--- src/rtl/mem_test_engine_if.sv ---
// Word-level memory port between mem_test_engine (master) and an axi_controller-style
// front end (slave): one request at a time, completed by mem_ready and acknowledged by mem_done.
interface mem_test_engine_if #(
  parameter int DATA_W = 32,
  parameter int ADDR_W = 32
);
  logic              mem_read;
  logic [1:0]        mem_write;
  logic [ADDR_W-1:0] mem_addr;
  logic [DATA_W-1:0] mem_store;
  logic [DATA_W-1:0] mem_load;
  logic              mem_ready;
  logic              mem_done;

  modport master (
    output mem_read, mem_write, mem_addr, mem_store, mem_done,
    input  mem_load, mem_ready
  );

  modport slave (
    input  mem_read, mem_write, mem_addr, mem_store, mem_done,
    output mem_load, mem_ready
  );
endinterface

--- src/rtl/mem_test_engine.sv ---
// Memory test sequencer: writes a generated pattern over a word range, reads it back and
// compares, repeating NUM_PASSES times with true/inverted data; reports pass/fail and first failure.
module mem_test_engine #(
  parameter int                DATA_W     = 32,
  parameter int                ADDR_W     = 32,
  parameter logic [ADDR_W-1:0] BASE_ADDR  = ADDR_W'(32'h0000_0020),
  parameter int                NUM_WORDS  = 16,
  parameter int                NUM_PASSES = 2,
  parameter logic [1:0]        WRITE_CODE = 2'b10,
  parameter int                ERR_W      = 16
) (
  input  logic                clk,
  input  logic                rst,
  input  logic                start,
  input  logic                abort,
  input  logic [1:0]          mode,
  input  logic [DATA_W-1:0]   seed,
  mem_test_engine_if.master   mem,
  output logic                busy,
  output logic                run_done,
  output logic                pass,
  output logic [ERR_W-1:0]    err_count,
  output logic [ADDR_W-1:0]   fail_addr,
  output logic [DATA_W-1:0]   fail_exp,
  output logic [DATA_W-1:0]   fail_got
);

  localparam int IDX_W  = (NUM_WORDS  > 1) ? $clog2(NUM_WORDS)  : 1;
  localparam int PASS_W = (NUM_PASSES > 1) ? $clog2(NUM_PASSES) : 1;
  localparam logic [IDX_W-1:0]  LAST_IDX  = IDX_W'(NUM_WORDS - 1);
  localparam logic [PASS_W-1:0] LAST_PASS = PASS_W'(NUM_PASSES - 1);
  localparam logic [DATA_W-1:0] LFSR_TAPS = DATA_W'(32'h8020_0003);
  localparam logic [DATA_W-1:0] ONE       = DATA_W'(1);

  typedef enum logic [2:0] {
    S_IDLE,
    S_WRITE,
    S_READ,
    S_NEXT_PASS,
    S_DONE
  } state_t;

  state_t state_q, state_d;

  logic [1:0]        mode_q;
  logic [DATA_W-1:0] seed_q;
  logic [DATA_W-1:0] lfsr_q;
  logic [IDX_W-1:0]  idx_q;
  logic [PASS_W-1:0] pass_q;

  logic [ADDR_W-1:0] word_addr;
  logic [DATA_W-1:0] pat;
  logic [DATA_W-1:0] expected;
  logic [DATA_W-1:0] lfsr_init;
  logic [DATA_W-1:0] lfsr_step;
  logic              last_word;

  logic run_start;
  logic accept;
  logic pass_adv;
  logic run_end;

  assign last_word = (idx_q == LAST_IDX);
  assign word_addr = BASE_ADDR + (ADDR_W'(idx_q) << 2);
  assign lfsr_init = (seed_q == '0) ? ONE : seed_q;
  assign lfsr_step = (lfsr_q >> 1) ^ ({DATA_W{lfsr_q[0]}} & LFSR_TAPS);
  assign expected  = pat ^ {DATA_W{pass_q[0]}};

  always_comb begin
    pat = seed_q;
    case (mode_q)
      2'd1:    pat = DATA_W'(word_addr);
      2'd2:    pat = ONE << (32'(idx_q) % DATA_W);
      2'd3:    pat = lfsr_q;
      default: pat = seed_q;
    endcase
  end

  always_ff @(posedge clk or posedge rst) begin
    if (rst) state_q <= S_IDLE;
    else     state_q <= state_d;
  end

  always_comb begin
    state_d       = state_q;
    mem.mem_read  = 1'b0;
    mem.mem_write = 2'b00;
    mem.mem_addr  = '0;
    mem.mem_store = '0;
    mem.mem_done  = 1'b0;
    busy          = 1'b0;
    run_start     = 1'b0;
    accept        = 1'b0;
    pass_adv      = 1'b0;
    run_end       = 1'b0;

    case (state_q)
      S_IDLE: begin
        if (start && !abort) begin
          run_start = 1'b1;
          state_d   = S_WRITE;
        end
      end

      S_WRITE: begin
        busy          = 1'b1;
        mem.mem_write = WRITE_CODE;
        mem.mem_addr  = word_addr;
        mem.mem_store = expected;
        // Abort beats a completing transaction: it is left unacknowledged.
        if (abort) begin
          state_d = S_IDLE;
        end else if (mem.mem_ready) begin
          mem.mem_done = 1'b1;
          accept       = 1'b1;
          if (last_word) state_d = S_READ;
        end
      end

      S_READ: begin
        busy         = 1'b1;
        mem.mem_read = 1'b1;
        mem.mem_addr = word_addr;
        if (abort) begin
          state_d = S_IDLE;
        end else if (mem.mem_ready) begin
          mem.mem_done = 1'b1;
          accept       = 1'b1;
          if (last_word) state_d = S_NEXT_PASS;
        end
      end

      S_NEXT_PASS: begin
        busy = 1'b1;
        if (abort) begin
          state_d = S_IDLE;
        end else if (pass_q == LAST_PASS) begin
          run_end = 1'b1;
          state_d = S_DONE;
        end else begin
          pass_adv = 1'b1;
          state_d  = S_WRITE;
        end
      end

      S_DONE: state_d = S_IDLE;

      default: state_d = S_IDLE;
    endcase
  end

  always_ff @(posedge clk or posedge rst) begin
    if (rst) begin
      mode_q    <= '0;
      seed_q    <= '0;
      lfsr_q    <= '0;
      idx_q     <= '0;
      pass_q    <= '0;
      run_done  <= 1'b0;
      pass      <= 1'b0;
      err_count <= '0;
      fail_addr <= '0;
      fail_exp  <= '0;
      fail_got  <= '0;
    end else begin
      if (run_start) begin
        mode_q    <= mode;
        seed_q    <= seed;
        lfsr_q    <= (seed == '0) ? ONE : seed;
        idx_q     <= '0;
        pass_q    <= '0;
        run_done  <= 1'b0;
        pass      <= 1'b0;
        err_count <= '0;
        fail_addr <= '0;
        fail_exp  <= '0;
        fail_got  <= '0;
      end

      if (accept) begin
        idx_q  <= last_word ? '0 : idx_q + 1'b1;
        // Reload at every phase boundary so the read phase regenerates the written sequence.
        lfsr_q <= last_word ? lfsr_init : lfsr_step;
        if (state_q == S_READ && mem.mem_load != expected) begin
          if (err_count != '1) err_count <= err_count + 1'b1;
          if (err_count == '0) begin
            fail_addr <= word_addr;
            fail_exp  <= expected;
            fail_got  <= mem.mem_load;
          end
        end
      end

      if (pass_adv) pass_q <= pass_q + 1'b1;

      if (run_end) begin
        run_done <= 1'b1;
        pass     <= (err_count == '0);
      end
    end
  end

endmodule
--- src/flat_wrapper.sv ---
// flat-port wrapper written by rule: the top's interface ports become plain ports
module mem_test_engine_flat 
#(
  parameter int                DATA_W     = 32,
  parameter int                ADDR_W     = 32,
  parameter logic [ADDR_W-1:0] BASE_ADDR  = ADDR_W'(32'h0000_0020),
  parameter int                NUM_WORDS  = 16,
  parameter int                NUM_PASSES = 2,
  parameter logic [1:0]        WRITE_CODE = 2'b10,
  parameter int                ERR_W      = 16
)
  (clk, rst, start, abort, mode, seed, busy, run_done, pass, err_count, fail_addr, fail_exp, fail_got, mem_mem_read, mem_mem_write, mem_mem_addr, mem_mem_store, mem_mem_done, mem_mem_load, mem_mem_ready);
  mem_test_engine_if #(.DATA_W(DATA_W), .ADDR_W(ADDR_W)) mem_i ();
  input  logic clk;
  input  logic rst;
  input  logic start;
  input  logic abort;
  input  logic [1:0] mode;
  input  logic [DATA_W-1:0] seed;
  output logic busy;
  output logic run_done;
  output logic pass;
  output logic [ERR_W-1:0] err_count;
  output logic [ADDR_W-1:0] fail_addr;
  output logic [DATA_W-1:0] fail_exp;
  output logic [DATA_W-1:0] fail_got;
  output wire logic [$bits(mem_i.mem_read)-1:0] mem_mem_read;
  output wire logic [$bits(mem_i.mem_write)-1:0] mem_mem_write;
  output wire logic [$bits(mem_i.mem_addr)-1:0] mem_mem_addr;
  output wire logic [$bits(mem_i.mem_store)-1:0] mem_mem_store;
  output wire logic [$bits(mem_i.mem_done)-1:0] mem_mem_done;
  input wire logic [$bits(mem_i.mem_load)-1:0] mem_mem_load;
  input wire logic [$bits(mem_i.mem_ready)-1:0] mem_mem_ready;
  assign mem_mem_read = mem_i.mem_read;
  assign mem_mem_write = mem_i.mem_write;
  assign mem_mem_addr = mem_i.mem_addr;
  assign mem_mem_store = mem_i.mem_store;
  assign mem_mem_done = mem_i.mem_done;
  assign mem_i.mem_load = mem_mem_load;
  assign mem_i.mem_ready = mem_mem_ready;
  mem_test_engine #(.DATA_W(DATA_W), .ADDR_W(ADDR_W), .BASE_ADDR(BASE_ADDR), .NUM_WORDS(NUM_WORDS), .NUM_PASSES(NUM_PASSES), .WRITE_CODE(WRITE_CODE), .ERR_W(ERR_W)) u_core (.clk(clk), .rst(rst), .start(start), .abort(abort), .mode(mode), .seed(seed), .mem(mem_i), .busy(busy), .run_done(run_done), .pass(pass), .err_count(err_count), .fail_addr(fail_addr), .fail_exp(fail_exp), .fail_got(fail_got));
endmodule
--- config.mk ---
export PLATFORM = sky130hd
export DESIGN_NAME = mem_test_engine_flat
export DESIGN_NICKNAME = d
export VERILOG_FILES = /design/src/rtl/mem_test_engine_if.sv /design/src/rtl/mem_test_engine.sv /design/src/flat_wrapper.sv
export SDC_FILE = /design/constraint.sdc
export NUM_CORES = 1
export LEC_CHECK = 0
export BUFFER_PORTS_ARGS = -buffer_cell sky130_fd_sc_hd__buf_2
export CAP_MARGIN = 40
export CORE_AREA = 5 5 144 146
export CTS_BUF_LIST = sky130_fd_sc_hd__clkbuf_8
export CTS_CLUSTER_DIAMETER = 60
export DETAILED_ROUTE_END_ITERATION = 10
export DIE_AREA = 0 0 149 151
export HOLD_SLACK_MARGIN = 0.15
export PLACE_DENSITY = 0.81
export SETUP_SLACK_MARGIN = 0.5
export SYNTH_ARGS = -nofsm -noshare
export SYNTH_HDL_FRONTEND = slang
export SYNTH_SLANG_ARGS = --single-unit
export TNS_END_PERCENT = 100
--- constraint.sdc ---
create_clock -name clk -period 6.4 [get_ports clk]
set_input_delay 0.32 -clock clk [delete_from_list [all_inputs] [get_ports clk]]
set_output_delay 0.32 -clock clk [all_outputs]
set_load 0.1 [all_outputs]
# After elaboration in Yosys (flattened, before gate mapping)
# Index checks and enable logic that the tools add are counted.
word_totals:
  mem_bits_rw: 0
  ff_bits: 188
  mem_bits_ro: 0
  memories: 0
  inputBits: 71
  wordCells: 101
  latch_bits: 0
  out_inout_bits: 183
op_classes:
  n_addsub: 4
  magnitude_cmp: 0
  eq_ne: 14
  muxes: 55
  div_mod_pow: 0
  n_mul: 0
  n_reduce_logical: 13
  shift: 1
  n_bitwise: 2
op_table:
  columns: ["operator", "n"]
  rows:
  - ["$mux W32", 19]
  - ["$pmux W32 S3", 1]
  - ["$logic_not A32 Y1", 2]
  - ["$mux W16", 4]
  - ["$ne A32 B32 Y1", 1]
  - ["$shl A1 B4 Y32 const A", 1]
  - ["$xor A31 B32 Y32", 1]
  - ["$xor A32 B32 Y32", 1]
  - ["$mux W3", 9]
  - ["$mux W1", 17]
  - ["$add A16 B1 Y16 const B", 1]
  - ["$logic_not A16 Y1", 1]
  - ["$ne A16 B16 Y1 const B", 1]
  - ["$mux W4", 3]
  - ["$pmux W3 S4", 1]
  - ["$add A6 B6 Y7 const A", 1]
  - ["$eq A3 B2 Y1 const B", 2]
  - ["$ne A3 B2 Y1 const B", 2]
  - ["$ne A3 B3 Y1 const B", 2]
  - ["$reduce_bool A2 Y1", 3]
  - ["$reduce_and A5 Y1", 1]
  - ["$add A4 B1 Y4 const B", 1]
  - ["$eq A2 B2 Y1 const B", 2]
  - ["$eq A4 B4 Y1 const B", 1]
  - ["10 further kinds", 11]

# Depth between registers and ports, before layout
# Gate-level depths: netlist of run 1.
depth:
  depth_word: 8
  ltp_mapped: 14
  ltp_nobuf: 11

# Least setup slack after synthesis of run 1
# OpenSTA, ideal clock, no wires.
synth_timing:
  path_type: "flip-flop to flip-flop"
  startpoint: "register u_core.state_q[1]"
  endpoint: "register u_core.err_count[6]"
  setup_ns: 0.120
  period_less_slack_ns: 4.140
  setup_slack_ns: 2.260
  stages_incl_launch_ff: 8
  arrival_time_ns: 4.020
  path_cell_list: "dfrtp_1 clkbuf_1 nor3b_1 nand2_1 nor2_1 o21ai_1 buf_2 a31o_2"
synth_via:
  elab_chain_len: 6
  elab_cells_between_ends: 11
synth_lines:
  columns: ["element", "line_no", "rtl"]
  rows:
  - ["start, declared", "mem_test_engine.sv:43", "state_t state_q, state_d;"]
  - ["start signal, assigned", "mem_test_engine.sv:81", "else state_q <= state_d;"]
  - ["$logic_not A3 Y1", "mem_test_engine.sv:97", "case (state_q)"]
  - ["$mux W1", "mem_test_engine.sv:97", null]
  - ["$mux W16", "mem_test_engine.sv:166", "if (run_start) begin"]
  - ["$mux W16", "mem_test_engine.sv:185", "if (err_count != '1) err_count <= err_count + 1'b1;"]
  - ["$mux W16", "mem_test_engine.sv:184", "if (state_q == S_READ && mem.mem_load != expected) begin"]
  - ["$mux W16 (*)", "mem_test_engine.sv:180", "if (accept) begin"]
  - ["end signal, assigned", "mem_test_engine.sv:185", null]
  - ["end, declared", "mem_test_engine.sv:22", "output logic [ERR_W-1:0] err_count,"]
# Every way passes the cells marked *; elsewhere a longest branch is shown, timed or not.
# A chain may end at the register's enable or synchronous reset.

# Worst setup path in the final report of run 1
layout_timing:
  startpoint: "register u_core.mode_q[0]"
  endpoint: "register u_core.err_count[11]"
layout_via:
  elab_chain_len: 7
  elab_cells_between_ends: 9
layout_lines:
  columns: ["element", "line_no", "rtl"]
  rows:
  - ["start, declared", "mem_test_engine.sv:45", "logic [1:0] mode_q;"]
  - ["start signal, assigned", "mem_test_engine.sv:167", "mode_q <= mode;"]
  - ["$eq A2 B2 Y1 or $eq A2 B1 Y1 (tied branches)", "mem_test_engine.sv:71", "case (mode_q)"]
  - ["$pmux W32 S3 (*)", "mem_test_engine.sv:71", null]
  - ["$xor A32 B32 Y32 (*)", "mem_test_engine.sv:67", "assign expected = pat ^ {DATA_W{pass_q[0]}};"]
  - ["$ne A32 B32 Y1 (*)", "mem_test_engine.sv:184", null]
  - ["$logic_and A1 B1 Y1 (*)", "mem_test_engine.sv:184", null]
  - ["$mux W16 (*)", "mem_test_engine.sv:184", null]
  - ["$mux W16 (*)", "mem_test_engine.sv:180", null]
# Marks and branches as above.

==> metrics, run 1 <==
Achievable Freq 237 MHz; arrival time worst endpoint between 4 and 5 ns; storage element area 0.00471 mm^2; Initial Util ~54%; global-route wire length before repair 50300 um; final worst clock skew 0.0146 ns; CP startpoint kind register; setup TNS 0 ns; HP Start mem_mem_load[18]; initial antenna violation count 1; placed insts between 1500 and 2000; R2R depth 11; Die ar. 0.0225 mm^2; status finished, final reports clean; Final Setup Violations 0; final worst slack 2.17 ns; Synth Cell Area ~0.010 mm^2; Final Hold Vio Count 0; Die X-Extent 149 um; Max-Cap Viols 0; Max stage delay cell, worst path or4_1; Post-synth ARST share 100%; RR Startpoint u_core.mode_q[0]; CP Capture Type register; IO Pins 254; DRT iter0 DRCs 1375; crit-path cells buf_4 > nor2_1 > buf_4 > a22o_1 > o221ai_1 > nor4b_1 > o221ai_1 > or4_1 > or2_1 > a21oi_2 > a221o_1; non-filler cells, final 1714; Rel. slew slack 35.7%; vias in the first global route 9254; area of the multi-input gates 0.00504 mm^2; final WL 32000 um; Mapped Cells 1216; post-route clock period utilization 66.0%; placement row count 51; GPL Wtd Cong a little under 1; hold path endpoint u_core.fail_got[18]; RR Endpoint u_core.err_count[11]; core area 0.0193 mm^2; Max rail drop VDD 0.127 mV; Hold WC Path Type input pin to register; DP HPWL about 23000 um; via density per instance 5.83; clk slew on worst S/H paths 0.10 ns; post-CTS sizing 0; Mapped Avg Cell Area 8.56 um^2; Crit Path Class register to register; drt wl/cell about 19 um; PortBufs ~230; sequential-to-total area share from yosys stat 45.2%; worst skew pair latency ~0.47 ns; min Tclk post-route 4.23 ns; CTS Buf Count 17; CTS H-Tree Depth 4; GRT Util Overall 28.1%; DRC 0; slowest stage delay, CP 0.60 ns; total number of vias between 9000 and 10000; Synth Register Bits between 150 and 200; most frequent cells in the layout buf_2, nand2_1, dfrtp_1; reg2reg setup slack 2.17 ns; Layout Nets 1514; hold depth 3; Final ANT Viol Nets 0; Root Buffer clkbuf_8; Slew Limit Fails 0; grt ovf 0; Core Util, Final between 60% and 70%; most common cell after layout, fill and taps aside buf_2; FILL cells between 1500 and 2000; DR pass1 iterations 8; power density over cell area 242 mW/mm^2; CTS Buffer Depth 2; CP Data Required Time between 6 and 7 ns; Yosys warning count 0; largest net degree at the start of global routing 166; RSZ-0062 raised after global routing no; TritonCTS clock tree done; EDFF count, synth 0; fraction of layout cells with a size suffix above 1 20.5%; Max FO, Critical Path 26; Pleak 6.34 nW; Most used DFF post-synth dfrtp_1; die span in y 151 um; Synth cell types 76; synth-to-layout area growth 19.4%; pre-CTS setup slack roughly 2.3 ns; CTS sink count ~190; worst slew pin tran 0.965 ns
cell families (layout without fill, tap and decap cells):
group | count (synthesis) | after routing | share of synthesized area [%]
AO/OA/AOI/OAI | 258 | 258 | 16.0
XOR/XNOR | 61 | 61 | 5.27
adder cells (fa/ha/maj) | 8 | 8 | 0.962
buffers and inverters | 166 | 371 | 7.51
flip-flops | 188 | 188 | 45.2
multiplexers | 8 | 8 | 1.01
other | 1 | 29 | 0.0360
AND/OR/NAND/NOR | 526 | 526 | 24.0
worst max-delay path by stage:
stage,startpoint,cells past startpoint,endpoint
floorplan,rst,1,u_core.err_count[0]
global placement,u_core.mode_q[0],11,u_core.err_count[13]
CTS,u_core.mode_q[0],11,u_core.err_count[11]
global route,u_core.mode_q[0],11,u_core.err_count[11]
finish,u_core.mode_q[0],11,u_core.err_count[11]
detailed placement,u_core.mode_q[0],11,u_core.err_count[11]
cell usage after synthesis (4+ instances only):
library cell,count,area share [%]
nor2b_1,5,0.30
nor3b_1,7,0.50
clkbuf_1,63,2.3
or2_2,5,0.30
nor4_1,22,1.3
a22oi_1,5,0.36
inv_1,48,1.7
nand2_1,213,7.7
o211ai_1,6,0.43
nand2b_1,11,0.66
a21o_1,5,0.36
nor3_1,11,0.53
xor2_1,5,0.42
nor2_1,75,2.7
nand4_1,8,0.48
a22o_1,15,1.3
buf_1,5,0.18
xnor2_1,55,4.6
a221o_1,6,0.58
mux2i_1,6,0.58
nand3b_1,7,0.50
buf_2,16,0.77
a222oi_1,4,0.38
ha_1,8,0.96
dfrtp_1,188,45
a31oi_1,30,1.8
buf_4,29,2.1
o21ai_0,85,4.1
o31ai_1,5,0.36
buf_6,4,0.43
a21oi_1,50,2.4
and3_1,41,2.5
or3b_2,4,0.34
o221ai_1,4,0.34
nand3_1,96,4.6
routing by layer:
metal,vias to the layer above,global-route usage [%],share of wire (%)
met5,-,0,0
met4,0,9.34,3.0
met3,73,4.94,9.9
met2,588,43.4,46
met1,4710,40.5,41
li1,4626,-,-
per-stage QoR:
step	area, um^2	total power [mW]	hold WS [ns]
global route	12400	3.13	0.156
global placement	11500	2.20	0.354
detailed placement	11600	2.22	0.359
floorplan	10500	2.02	0.393
CTS	12400	3.00	0.150
finish	12400	3.01	0.185
area by class of cell:
type | count | share of cell area (%)
multi-input combinational | 889 | 40.5
sequential | 188 | 37.9
timing repair buffer | 290 | 14.4
tap | 265 | 2.67
clock buffer | 18 | 1.99
inverter | 49 | 1.52
clock inverter | 14 | 1.02
antenna | 1 | 0.0201
report_power, final:
group / switching, mW / internal (mW)
Combinational: 0.592 / 0.266
Sequential: 0.123 / 1.27
Clock: 0.469 / 0.295
Total: 1.18 / 1.83
sequential cells by signal (all words and copies together), names as in the netlist:
name              flops
u_core.lfsr_q        32
u_core.pass           1
u_core.mode_q         2
u_core.err_count     16
u_core.state_q        3
u_core.fail_exp      32
u_core.run_done       1
u_core.idx_q          4
u_core.pass_q         1
u_core.fail_got      32
u_core.fail_addr     32
u_core.seed_q        32
worst max-delay path: cells and delay by family (launching register included):
family                 cells  cell delay, ns
AND/OR/NAND/NOR            4            1.80
AO/OA/AOI/OAI              5            1.26
buffers and inverters      2            0.58
flip-flops                 1            0.51
timing repair:
item / CTS / global route
setup buffers: 0 / 0
endpoints found under the hold margin: 96 / 0
hold buffers: 49 / 0
No activity file was read; power rests on OpenSTA's default activity.
==> run 2, diff against run 1 <==
clock period = 4.2 ns   (was 6.4 ns; I/O delays follow)
==> run 2 against run 1 <==
  * Global-route usage rose by 1.3 points
  * Clock skew fell by 0.0035 ns
  * Count of clock-buffer cells in the layout rose by 1
  * Sequential power rose by 51%
  * Clock power rose by 62%
  * Hold slack got worse by 0.0043 ns
  * Die area did not move
  * Final cell count rose by 2.3%
  * Combinational power rose by 61%
  * First-iteration DRC count rose by 3.7%
  * Sequential share of layout area fell by 1.3 points
  * Via count rose by 3.9%
  * Largest power group unchanged
  * Highest routed layer unchanged
==> metrics, run 2 (synthesized netlist as in run 1, its figures left out) <==
status finished, final reports clean; Slew Limit Fails 0; GPL Wtd Cong between 1 and 1.5; CTS sink count about 190; CTS Buf Count 17; DRC 0; min Tclk post-route 3.54 ns; crit-path cells ha_1 > ha_1 > nor2b_1 > mux4_2 > xnor2_1 > nor4_1 > o2111ai_1 > or4_4 > or2_4 > and2_4 > a221o_1; largest net degree at the start of global routing 130; PortBufs 225; DP HPWL 23500 um; Die X-Extent ~150 um; IO Pins 254; Crit Path Class register to register; ant diodes 0; initial antenna violation count 0; slowest stage delay, CP 0.51 ns; grt ovf 0; CP Capture Type register; worst slew pin tran 0.761 ns; most frequent cells in the layout buf_2, nand2_1, dfrtp_1; Hold WC Path Type input pin to register; DR pass1 iterations 8; placement row count 51; DRT iter0 DRCs approximately 1400; final worst clock skew ~0.011 ns; Final Setup Violations 0; Achievable Freq 283 MHz; Max-Cap Viols 0; met2 usage between 40% and 50%; most common cell after layout, fill and taps aside buf_2; power density over cell area 366 mW/mm^2; RSZ-0062 raised after global routing no; Design Area, Final 0.0129 mm^2; largest delay contributor family on the critical path simple AND/OR/NAND/NOR gates; CTS H-Tree Depth 4; core area approximately 0.019 mm^2; met1 Use GR 39.9%; crit-path most repeated cell ha_1; die span in y 151 um; CTS Buffer Depth 2; Core Util, Final 66.8%; post-route clock period utilization 84.2%; Max rail drop VDD 0.206 mV; Initial Util 54.0%; hold depth 4; arrival time worst endpoint 3.91 ns; Design Power about 4.7 mW; TritonCTS clock tree done; via density per instance 5.92; WP buf/inv 0; total number of vias around 10000; Stages on worst setup path 11; CP startpoint kind register; Die ar. 0.0225 mm^2; Max FO, Critical Path 9; CP Data Required Time 4.57 ns; R2R depth 11; global-route wire length before repair 52500 um; Pleak 6.57 nW; worst skew pair latency 0.48 ns; fraction of layout cells with a size suffix above 1 21.5%; synth-to-layout area growth 23.7%; Root Buffer clkbuf_8; worst hold margin 0.181 ns; drt wl/cell 19.5 um; Max stage delay cell, worst path mux4_2; met3 Use GR slightly below 7%; vias in the first global route 9783; gr busiest metal met2; setup TNS 0 ns; Layout Nets between 1500 and 2000; Rel. slew slack 49.3%; Final Hold Vio Count 0; GRT Util Overall about 29%; Final ANT Viol Nets 0; final WL 34100 um; clk slew on worst S/H paths ~0.10 ns; Area after DPL roughly 0.012 mm^2
-- run 2: cell count changes in the layout (fill, tap and decap cells not counted), moves of 2 or more --
cell	before	now
buf_12	1	4
buf_4	13	28
buf_6	0	2
bufinv_16	0	2
dlygate4sd3_1	49	69
inv_8	4	0
-- run 2: what timing repair did --
item                       in CTS  in global routing
hold buffers                   69                  0
hold endpoints to repair      209                  0
setup endpoints to repair       9                112
setup buffers                   0                  6
cloned                          0                  2
gates resized for setup         2                 10
pin swaps                       0                  4
-- run 2: per-stage QoR --
stage / setup WS, ns / std cells
4_1_cts: 0.507 / 1745
3_5_place_dp: 0.402 / 1644
2_1_floorplan: 0.759 / 1243
5_1_grt: 0.510 / 1753
3_3_place_gp: 0.509 / 1642
6_report: 0.664 / 1753
-- run 2: final cells by class --
type                       instances  area [um^2]
timing repair buffer             330         2180
multi-input combinational        889         5070
clock inverter                    13          141
sequential                       188         4710
fill                            1523         6390
inverter                          49          188
tap                              265          332
clock buffer                      19          262
-- run 2: final timing paths --
check                           slack [ns]              endpoint                start
max in group asynchronous             2.91      u_core.mode_q[0]                  rst
worst min-delay path                  0.18     u_core.state_q[0]        mem_mem_ready
worst max register to register        0.66  u_core.err_count[11]      u_core.idx_q[0]
worst max-delay path                  0.66  u_core.err_count[11]      u_core.idx_q[0]
min in group asynchronous             0.26   u_core.fail_exp[29]                  rst
worst min register to register        0.50   u_core.fail_exp[13]  u_core.fail_exp[13]
-- run 2: routing by layer --
layer,part of all wire [%],wire length [um]
met2,47,15900
met3,10,3420
met5,0,0
met1,40,13600
met4,3.5,1190
-- run 2: worst min-delay path, cell delays in order --
cell and delay [ns]:
buf_2 0.12, a21oi_1 0.08, a21oi_1 0.11, a2111oi_0 0.09
-- run 2: report_power, final --
group / internal (mW) / switching, mW / leakage, nW
logic: 0.444 / 0.938 / 3.84
clock network: 0.565 / 0.674 / 0.210
registers: 1.93 / 0.170 / 2.52
total: 2.94 / 1.78 / 6.57
